File: src/rtl/mem_pkg.sv
// Shared defaults, FSM encoding and helpers for the March-style memory BIST.
package mem_pkg;

    localparam int DEPTH_DEF  = 256;
    localparam int DATA_W_DEF = 64;
    localparam int ADDR_W_DEF = 64;
    localparam int ERR_W      = 10;

    typedef enum logic [2:0] {
        ST_IDLE = 3'd0,
        ST_W0   = 3'd1,
        ST_R0W1 = 3'd2,
        ST_R1W0 = 3'd3,
        ST_R0   = 3'd4,
        ST_DONE = 3'd5
    } bist_state_e;

    // Error counter increment that sticks at all-ones instead of wrapping.
    function automatic logic [ERR_W-1:0] sat_inc(input logic [ERR_W-1:0] v);
        return (&v) ? v : v + 1'b1;
    endfunction

endpackage

File: src/rtl/mem_bist_addr_gen.sv
// Loadable up/down address counter; tc_o flags the last address for the
// current direction (DEPTH-1 counting up, 0 counting down).
module mem_bist_addr_gen #(
    parameter int DEPTH = 256,
    parameter int CNT_W = 8
) (
    input  logic             clk,
    input  logic             rst_n,
    input  logic             load_i,
    input  logic [CNT_W-1:0] load_val_i,
    input  logic             en_i,
    input  logic             up_i,
    output logic [CNT_W-1:0] cnt_o,
    output logic             tc_o
);

    localparam logic [CNT_W-1:0] LAST = CNT_W'(DEPTH - 1);

    logic [CNT_W-1:0] cnt_q, cnt_d;

    always_comb begin
        cnt_d = cnt_q;
        if (load_i)
            cnt_d = load_val_i;
        else if (en_i)
            cnt_d = up_i ? cnt_q + 1'b1 : cnt_q - 1'b1;
    end

    always_ff @(posedge clk or negedge rst_n) begin
        if (!rst_n)
            cnt_q <= '0;
        else
            cnt_q <= cnt_d;
    end

    assign cnt_o = cnt_q;
    assign tc_o  = up_i ? (cnt_q == LAST) : (cnt_q == '0);

endmodule

File: src/rtl/mem_bist.sv
// March-style memory BIST: W0, R0W1 (up), R1W0 (down), R0 (down) over DEPTH
// words with a latched background pattern; reports pass, first fail address
// and a saturating mismatch count.
module mem_bist
    import mem_pkg::*;
#(
    parameter int DEPTH  = DEPTH_DEF,
    parameter int DATA_W = DATA_W_DEF,
    parameter int ADDR_W = ADDR_W_DEF
) (
    input  logic              clk,
    input  logic              rst_n,
    input  logic              start,
    input  logic [DATA_W-1:0] pattern,
    output logic [ADDR_W-1:0] mem_adr,
    output logic [DATA_W-1:0] mem_datain,
    output logic              mem_w,
    output logic              mem_r,
    input  logic [DATA_W-1:0] mem_dataout,
    output logic              busy,
    output logic              done,
    output logic              pass,
    output logic [ADDR_W-1:0] fail_adr,
    output logic [ERR_W-1:0]  err_count
);

    localparam int CNT_W = (DEPTH > 1) ? $clog2(DEPTH) : 1;
    localparam logic [CNT_W-1:0] LAST = CNT_W'(DEPTH - 1);

    bist_state_e       state_q, state_d;
    logic [DATA_W-1:0] pat_q, pat_d;
    logic              wr_half_q, wr_half_d;
    logic [ERR_W-1:0]  err_q, err_d;
    logic [CNT_W-1:0]  fail_q, fail_d;
    logic              pass_q, pass_d;

    logic              ld, cnt_en, cnt_up, tc;
    logic [CNT_W-1:0]  ld_val, cnt;
    logic [DATA_W-1:0] wdata, exp_data;

    mem_bist_addr_gen #(
        .DEPTH (DEPTH),
        .CNT_W (CNT_W)
    ) u_addr_gen (
        .clk        (clk),
        .rst_n      (rst_n),
        .load_i     (ld),
        .load_val_i (ld_val),
        .en_i       (cnt_en),
        .up_i       (cnt_up),
        .cnt_o      (cnt),
        .tc_o       (tc)
    );

    always_comb begin
        state_d   = state_q;
        pat_d     = pat_q;
        wr_half_d = wr_half_q;
        err_d     = err_q;
        fail_d    = fail_q;
        pass_d    = pass_q;
        ld        = 1'b0;
        ld_val    = '0;
        cnt_en    = 1'b0;
        cnt_up    = 1'b1;
        mem_w     = 1'b0;
        mem_r     = 1'b0;
        wdata     = '0;
        exp_data  = '0;
        busy      = 1'b0;
        done      = 1'b0;

        case (state_q)
            ST_IDLE: begin
                if (start) begin
                    state_d   = ST_W0;
                    pat_d     = pattern;
                    err_d     = '0;
                    fail_d    = '0;
                    pass_d    = 1'b0;
                    wr_half_d = 1'b0;
                    ld        = 1'b1;
                end
            end
            ST_W0: begin
                busy   = 1'b1;
                mem_w  = 1'b1;
                wdata  = pat_q;
                cnt_en = 1'b1;
                if (tc) begin
                    state_d = ST_R0W1;
                    ld      = 1'b1;
                end
            end
            ST_R0W1: begin
                busy = 1'b1;
                if (!wr_half_q) begin
                    mem_r     = 1'b1;
                    exp_data  = pat_q;
                    wr_half_d = 1'b1;
                end else begin
                    mem_w     = 1'b1;
                    wdata     = ~pat_q;
                    wr_half_d = 1'b0;
                    cnt_en    = 1'b1;
                    if (tc) begin
                        state_d = ST_R1W0;
                        ld      = 1'b1;
                        ld_val  = LAST;
                    end
                end
            end
            ST_R1W0: begin
                busy   = 1'b1;
                cnt_up = 1'b0;
                if (!wr_half_q) begin
                    mem_r     = 1'b1;
                    exp_data  = ~pat_q;
                    wr_half_d = 1'b1;
                end else begin
                    mem_w     = 1'b1;
                    wdata     = pat_q;
                    wr_half_d = 1'b0;
                    cnt_en    = 1'b1;
                    if (tc) begin
                        state_d = ST_R0;
                        ld      = 1'b1;
                        ld_val  = LAST;
                    end
                end
            end
            ST_R0: begin
                busy     = 1'b1;
                cnt_up   = 1'b0;
                mem_r    = 1'b1;
                exp_data = pat_q;
                // Hold at address 0 rather than wrapping into DONE.
                cnt_en   = !tc;
                if (tc)
                    state_d = ST_DONE;
            end
            ST_DONE: begin
                done    = 1'b1;
                pass_d  = (err_q == '0);
                state_d = ST_IDLE;
            end
            default: state_d = ST_IDLE;
        endcase

        // Compare lands on the edge that closes the read cycle.
        if (mem_r && (mem_dataout != exp_data)) begin
            err_d = sat_inc(err_q);
            if (err_q == '0)
                fail_d = cnt;
        end
    end

    always_ff @(posedge clk or negedge rst_n) begin
        if (!rst_n) begin
            state_q   <= ST_IDLE;
            pat_q     <= '0;
            wr_half_q <= 1'b0;
            err_q     <= '0;
            fail_q    <= '0;
            pass_q    <= 1'b0;
        end else begin
            state_q   <= state_d;
            pat_q     <= pat_d;
            wr_half_q <= wr_half_d;
            err_q     <= err_d;
            fail_q    <= fail_d;
            pass_q    <= pass_d;
        end
    end

    assign mem_adr    = ADDR_W'(cnt);
    assign mem_datain = wdata;
    assign pass       = pass_q;
    assign fail_adr   = ADDR_W'(fail_q);
    assign err_count  = err_q;

endmodule

File: config.mk
export PLATFORM = sky130hd
export DESIGN_NAME = mem_bist
export DESIGN_NICKNAME = d
export VERILOG_FILES = /design/src/rtl/mem_pkg.sv /design/src/rtl/mem_bist_addr_gen.sv /design/src/rtl/mem_bist.sv
export SDC_FILE = /design/constraint.sdc
export NUM_CORES = 1
export LEC_CHECK = 0
export CORE_MARGIN = 3
export CORE_UTILIZATION = 44
export CTS_CLUSTER_SIZE = 16
export DETAILED_ROUTE_END_ITERATION = 8
export PLACE_DENSITY = 0.83
export SETUP_SLACK_MARGIN = 0.5
export SKIP_LAST_GASP = 1
export SYNTH_ARGS = -nofsm -noshare
export SYNTH_HDL_FRONTEND = slang
export SYNTH_SLANG_ARGS = --single-unit
File: constraint.sdc
create_clock -name clk -period 4.5 [get_ports clk]
set_clock_uncertainty 0.1 [all_clocks]
set_input_delay 0.45 -clock clk [delete_from_list [all_inputs] [get_ports clk]]
set_output_delay 0.45 -clock clk [all_outputs]
set_load 0.05 [all_outputs]
==> results of run 1 <==
==> final cells by class <==
| cell class | count | area share |
|---|---|---|
| clock buffer | 11 | 0.0237 |
| clock inverter | 5 | 0.00793 |
| inverter | 54 | 0.0198 |
| multi-input combinational | 856 | 0.460 |
| sequential | 95 | 0.232 |
| tap | 225 | 0.0275 |
| timing repair buffer | 236 | 0.229 |
==> where the power goes <==
| group | total, mW | internal, mW | switching [mW] |
|---|---|---|---|
| clock network | 0.845 | 0.503 | 0.343 |
| logic | 5.29 | 1.82 | 3.47 |
| registers | 1.95 | 1.23 | 0.718 |
==> final timing paths <==
check | to | slack, ps | cells after the start
min | wr_half_q$_DFFE_PN0P_ | 80 | 1
max | mem_datain[26] | 660 | 8
max reg2reg | err_count[1]$_DFFE_PN0P_ | 720 | 11
min in group clk | pass$_DFFE_PN0P_ | 420 | 2
max in group asynchronous | pat_q[53]$_DFFE_PN0P_ | 3200 | 2
min reg2reg | pass$_DFFE_PN0P_ | 420 | 2
==> critical path, delay by kind of cell, from the launching register on <==
family | cells | cell delay, ps
buffers and inverters | 3 | 1460
AO/OA/AOI/OAI | 2 | 430
flip-flops | 1 | 590
AND/OR/NAND/NOR | 3 | 420
==> metrics by stage <==
step                hold WS (ps)  setup WS, ps  instance area [um2]
finish                      83.2           664                10200
global route                 138           534                10200
CTS                          104           509                10200
detailed placement           397           634                 9890
global placement             383           700                 9890
floorplan                   54.4           792                 8390
==> cell usage in the layout (no fill, tap or decap), types with 3 or more instances in the layout <==
master / count
sky130_fd_sc_hd__nand2_1: 270
sky130_fd_sc_hd__xor2_1: 21
sky130_fd_sc_hd__o21ai_1: 3
sky130_fd_sc_hd__a31oi_1: 8
sky130_fd_sc_hd__a21o_1: 8
sky130_fd_sc_hd__a21oi_1: 46
sky130_fd_sc_hd__mux2_2: 4
sky130_fd_sc_hd__a311oi_1: 9
sky130_fd_sc_hd__ha_1: 8
sky130_fd_sc_hd__nor3_1: 13
sky130_fd_sc_hd__dfrtp_1: 92
sky130_fd_sc_hd__nor4_2: 3
sky130_fd_sc_hd__nand3_1: 9
sky130_fd_sc_hd__o21ai_0: 88
sky130_fd_sc_hd__or4_1: 5
sky130_fd_sc_hd__a22oi_1: 13
sky130_fd_sc_hd__and3_1: 12
sky130_fd_sc_hd__conb_1: 112
sky130_fd_sc_hd__mux2i_1: 13
sky130_fd_sc_hd__a222oi_1: 5
sky130_fd_sc_hd__clkbuf_16: 9
sky130_fd_sc_hd__o22ai_1: 37
sky130_fd_sc_hd__inv_1: 54
sky130_fd_sc_hd__nor3b_1: 3
sky130_fd_sc_hd__nand4_1: 8
sky130_fd_sc_hd__buf_4: 11
sky130_fd_sc_hd__nand2b_1: 6
sky130_fd_sc_hd__o221ai_1: 5
sky130_fd_sc_hd__nor2b_1: 9
sky130_fd_sc_hd__dfrtp_2: 3
sky130_fd_sc_hd__nor2_1: 39
sky130_fd_sc_hd__a211oi_1: 3
sky130_fd_sc_hd__xnor2_1: 44
sky130_fd_sc_hd__clkdlybuf4s50_1: 223
==> layer usage <==
layer	track usage	up-vias	wire length (um)
met5	0	-	13
met3	0.0580	67	2350
met2	0.480	415	14300
li1	-	3783	-
met1	0.332	3740	10700
met4	0.0999	2	939
==> registers in the layout, indices dropped and copies added (netlist names) <==
signal / cells
wr_half_q: 1
state_q: 3
err_count: 10
u_addr_gen.cnt_o: 8
fail_q: 8
pat_q: 64
pass: 1
==> cells by family after synthesis <==
logic type,count (synthesis)
xor+xnor,65
compound gates,249
flops,95
simple gates,403
other cells,1
buf+inv,220
mux,17
fa+ha+maj,9
==> repair_timing <==
action                     4_1_cts  5_1_grt
gates resized for setup          0        6
setup endpoints to repair        0       77
hold buffers                     0        0
==> metrics.txt, run 1 <==
result of the run=finished, final reports clean; ranking of synthesized cells by area=sky130_fd_sc_hd__dfrtp_1, sky130_fd_sc_hd__nand2_1, sky130_fd_sc_hd__buf_4, sky130_fd_sc_hd__o21ai_0, sky130_fd_sc_hd__xnor2_1; LEAKAGE=4.55 nW; antenna violations before repair=1; clock latency of the later-clocked register in the worst-skew pair=360 ps; cell chain of the critical path=buf_4 > nand2b_1 > a21oi_1 > and2_2 > buf_12 > nand2_1 > o21ai_0 > clkdlybuf4s50_1; share of final-layout standard cells stronger than drive strength 1=0.0493; total wirelength of the detailed-routed design=28300 um; Synth Area in XOR/XNOR=0.0714; die width=141 um; first-pass GRT wire length=42700 um; DRC errors left=0; die boundary height=141 um; Max Root-Sink Buffers=2; Placed Instances=1465; top-area cell type share of the netlist area=0.298; most used standard cell by instance count after synthesis=sky130_fd_sc_hd__nand2_1; number of buffers inserted by post-CTS setup repair=0; number of pins exceeding their max-slew limit in the final report=0; post-layout minimum cycle time=3840 ps; highest fanout seen on the critical path=63; hold violation count in the final report=0; routed length per instance=19.1 um; post-layout util=0.584; Boundary Pins=338; H-tree depth reported by CTS=3; synthesis-stage register bit count=95; Adder-Cell Fraction of Synth Area=0.0151; predominant post-synthesis flop cell=sky130_fd_sc_hd__dfrtp_1; total overflow reported by the global router=0; HP Class=in2async; CTS Root Cell=sky130_fd_sc_hd__clkbuf_16; timing startpoint of the critical path=state_q[0]$_DFFE_PN0P_; fraction of synthesized area in multiplexers=0.0220; slowest cell on the critical path=sky130_fd_sc_hd__clkdlybuf4s50_1; area grow syn2layout=28.5%; DPL Wire Length=21400 um; Sequential Area=2380 um2; sequential element share of the synthesized area=0.298; number of endpoints failing setup at the final stage=0; global-route usage over all layers=0.274; setup repair after global routing missed its margin=no; post-layout power=8.09 mW; vias in the first global route=7488; area occupied by multi-input gates=4710 um2; share of the clock period used by the worst path=0.853; Final Wtd Congestion=0.959; final-stage net count=1392; Die Footprint=19800 um2; peak clock frequency supported by timing=0.261 GHz; startpoint types=register; count of flip-flops with a built-in enable after synthesis=0; CTS Buf Count=9; maximum number of pins on one net before global-route repair=64; relative max-transition margin=0.428; classification of the worst setup path=reg2out; clock tree from TritonCTS=built; most instantiated cells after synthesis=sky130_fd_sc_hd__nand2_1, sky130_fd_sc_hd__buf_4, sky130_fd_sc_hd__dfrtp_1; start of the worst register-to-register path=state_q[2]$_DFFE_PN0P_; worst stage delay on the critical path=860 ps; count of yosys warnings during synthesis=0; library cell occupying the most area in the post-synthesis netlist=sky130_fd_sc_hd__dfrtp_1; Via Count=8007; average size of a mapped cell=7.53 um2; 1st-iter DRT viols=697; number of sinks driven by the clock tree=95; CP arrival=3290 ps; core box area=17500 um2; synthesized-area fraction occupied by ao, oa, aoi and oai cells=0.194; starting density of the core=0.455; setup tns final=0 ps; synthesized netlist cell count=1059; clock-pin slew of the registers on the worst-case setup and hold paths=70 ps; distinct cell type count after synthesis=74; filler-free cell count of the finished design=1482; Critical Path Sink Type=primary output; power density normalized to cell area=789 nW/um2; main combinational cell family by area after synthesis=simple AND/OR/NAND/NOR gates; data required time of the worst path=3950 ps; maximum ir drop on the vdd rail=0.563 mV; vias per cell=5.40; Inserted Diodes=0; Maximum Capacitance Violations=0; iteration count of the initial detailed-routing pass=6; number of port buffers=225; fillcell total=1634; Post-Synth Simple-Gate Area=0.231; post-detailed-route count of antenna-violating nets=0; Tightest Pin Transition=854 ps; share of synthesized flip-flops with an asynchronous set or reset=1.00; number of rows created at floorplan=48; mapped cell area=7980 um2
Note: power is estimated with default switching activity, not from simulation.
==> run 2: changes to the inputs <==
- RECOVER_POWER: unset -> 25
==> run 2 against run 1 <==
Against the previous run:
- wire length grew 0.28%
- worst setup slack lost 9.1 ps
- clock-buffer cell count is the same
- total power barely moved
- sequential share of layout area about the same
- highest routed layer unchanged
- final area about the same
- the flow now finishes with violations (max-capacitance violations, max-slew violations)
==> metrics.txt, run 2 (synthesis gave the netlist of run 1 again) <==
result of the run=complete, but fails checks; violated checks=max-capacitance violations, max-slew violations; starting density of the core=0.455 (unchanged); final design area excluding fillers=10200 um2 (about the same); clock tree from TritonCTS=built; first-pass GRT wire length=42700 um (unchanged); post-layout minimum cycle time=3850 ps (+9.14 ps); number of port buffers=225 (unchanged); cell count of the worst hold path=2; die boundary height=141 um (unchanged); Via Count=7993 (-0.17%); slowest cell on the critical path=sky130_fd_sc_hd__clkdlybuf4s50_1; clock-pin slew of the registers on the worst-case setup and hold paths=70 ps (about the same); power density normalized to cell area=789 nW/um2 (about the same); pre-CTS WS=634 ps (unchanged); capturing point of the worst reg2reg path=err_count[1]$_DFFE_PN0P_; switching share of power=0.560 (about the same); total wirelength of the detailed-routed design=28400 um (+0.28%); Final Wtd Congestion=0.959 (unchanged); Placed Instance Area=9890 um2 (unchanged); start of the worst register-to-register path=state_q[2]$_DFFE_PN0P_; post-detailed-route count of antenna-violating nets=0 (unchanged); LEAKAGE=4.55 nW (about the same); filler-free cell count of the finished design=1482 (unchanged); classification of the worst setup path=reg2out; setup repair after global routing missed its margin=no; number of pins exceeding their max-slew limit in the final report=59 (+59); H-tree depth reported by CTS=3 (unchanged); sequential power share=0.242 (about the same); most used cells in the layout excluding fill and tap cells=sky130_fd_sc_hd__nand2_1, sky130_fd_sc_hd__clkdlybuf4s50_1, sky130_fd_sc_hd__conb_1, sky130_fd_sc_hd__dfrtp_1, sky130_fd_sc_hd__o21ai_0; core box area=17500 um2 (unchanged); cell internal pwr=3.56 mW (about the same); startpoint types=register; maximum ir drop on the vdd rail=0.563 mV (about the same); CTS Buf Count=9 (unchanged); vias per cell=5.39 (-0.17%); most common library cell in the layout ignoring fill and taps=sky130_fd_sc_hd__nand2_1; maximum number of pins on one net before global-route repair=64 (unchanged); switching power summed over all nets=4.53 mW (about the same); setup tns final=0 ps (unchanged); CTS Hold Buffers Added=0 (unchanged); Tightest Pin Transition=3410 ps (+2550 ps); number of buffers inserted by post-CTS setup repair=0 (unchanged); Maximum Capacitance Violations=1 (+1); clock latency of the later-clocked register in the worst-skew pair=360 ps (about the same); highest fanout seen on the critical path=63 (unchanged); number of flip-flops under the largest register name=64 (unchanged); number of sinks driven by the clock tree=95 (unchanged); routed length per instance=19.1 um (+0.28%); CP arrival=3300 ps (about the same); DPL Wire Length=21400 um (unchanged); Placed Instances=1465 (unchanged); antenna violations before repair=1 (unchanged); data required time of the worst path=3950 ps (about the same); total overflow reported by the global router=0 (unchanged); 1st-iter DRT viols=723 (+3.7%); top register by number of flip-flops=pat_q; Inserted Diodes=0 (unchanged); number of endpoints failing setup at the final stage=0 (unchanged); global-route usage over all layers=0.274 (unchanged); relative max-transition margin=-1.27 (-1.70); share of final-layout standard cells stronger than drive strength 1=0.0485 (-0.000796); die width=141 um (unchanged); register-to-register setup slack=770 ps (+50 ps); Boundary Pins=338 (unchanged); area grow syn2layout=28.4% (about the same); Die Footprint=19800 um2 (unchanged); worst setup margin=655 ps (-9.14 ps); count of buffer and inverter cells on the critical path=3 (unchanged); final-layout worst hold slack=419 ps (+336 ps); Critical Path Sink Type=primary output; part of the total power dissipated in the clock network=0.104 (about the same); iteration count of the initial detailed-routing pass=5 (-1); final-stage net count=1392 (unchanged); number of rows created at floorplan=48 (unchanged); share of the clock period used by the worst path=0.855 (+0.00203); vias in the first global route=7488 (unchanged); cell chain of the critical path=buf_4 > nand2b_1 > a21oi_1 > and2_2 > buf_12 > nand2_1 > o21ai_0 > clkdlybuf4s50_1; worst stage delay on the critical path=880 ps (+20 ps); critical path's top delay family=buffers and inverters; Worst R2R Path Depth=11 (unchanged); HP Class=reg2reg; hold violation count in the final report=0 (unchanged); DRC errors left=0 (unchanged); peak clock frequency supported by timing=0.260 GHz (-0.24%); Max Root-Sink Buffers=2 (unchanged); CTS Root Cell=sky130_fd_sc_hd__clkbuf_16; logic gate share of total power=0.654 (about the same); worst-case hold path end point=pass$_DFFE_PN0P_; start point of the worst min-delay path=pass$_DFFE_PN0P_
[run 2: cell count changes in the layout (fill, tap and decap cells not counted)]
cell                       before  now
sky130_fd_sc_hd__buf_4         11   10
sky130_fd_sc_hd__clkbuf_1       1    2
[run 2: power by group through the flow]
stage               Combinational, mW  Clock (mW)  Sequential, mW
detailed placement               5.26           0            1.92
global route                     5.68       0.896            2.00
CTS                              5.28       0.862            1.91
finish                           5.29       0.845            1.95
global placement                 5.19           0            1.91
floorplan                        3.62           0            1.93
[run 2: cell type report]
class	count	area (um2)
multi-input cells	856	4710
repair buffers	236	2340
well taps	225	282
fillers	1633	7290
inverters	54	203
clock buffers	11	243
clock inverters	5	81.3
flip-flops and latches	95	2380
[run 2: stage by stage]
step,utilization,total power [mW]
4_1_cts,0.583,8.06
2_1_floorplan,-,5.54
3_5_place_dp,0.564,7.18
5_1_grt,0.584,8.57
6_report,0.584,8.09
3_3_place_gp,0.564,7.10
[run 2: worst reg2reg max path, delay by kind of cell, from the launching register on]
kind	cells	cell delay (ps)
multiplexers	1	360
buffers and inverters	2	520
AND/OR/NAND/NOR	4	920
AO/OA/AOI/OAI	3	980
flip-flops	1	590
XOR/XNOR	1	170
[run 2: per-layer routing]
metal | GRT usage | routed length (um) | share of wire
met5 | 0 | 13 | 0.00046
met4 | 0.0999 | 949 | 0.033
met3 | 0.0580 | 2380 | 0.084
met2 | 0.480 | 14300 | 0.50
met1 | 0.332 | 10700 | 0.38
[run 2: worst max path at each step]
| stage | cells after the start | endpoint | slack [ps] | from |
|---|---|---|---|---|
| floorplan | 10 | mem_datain[0] | 790 | state_q[0]$_DFFE_PN0P_ |
| global placement | 9 | err_count[1]$_DFFE_PN0P_ | 700 | state_q[2]$_DFFE_PN0P_ |
| detailed placement | 11 | fail_q[1]$_DFF_PN0_ | 630 | state_q[2]$_DFFE_PN0P_ |
| CTS | 4 | mem_datain[26] | 510 | state_q[0]$_DFFE_PN0P_ |
| global route | 1 | state_q[0]$_DFFE_PN0P_ | 300 | rst_n |
| finish | 8 | mem_datain[39] | 650 | state_q[0]$_DFFE_PN0P_ |
[run 2: repair_timing]
item	4_1_cts	5_1_grt
resized for setup	0	6
hold endpoints to repair	0	0
endpoints found under the setup margin	0	77
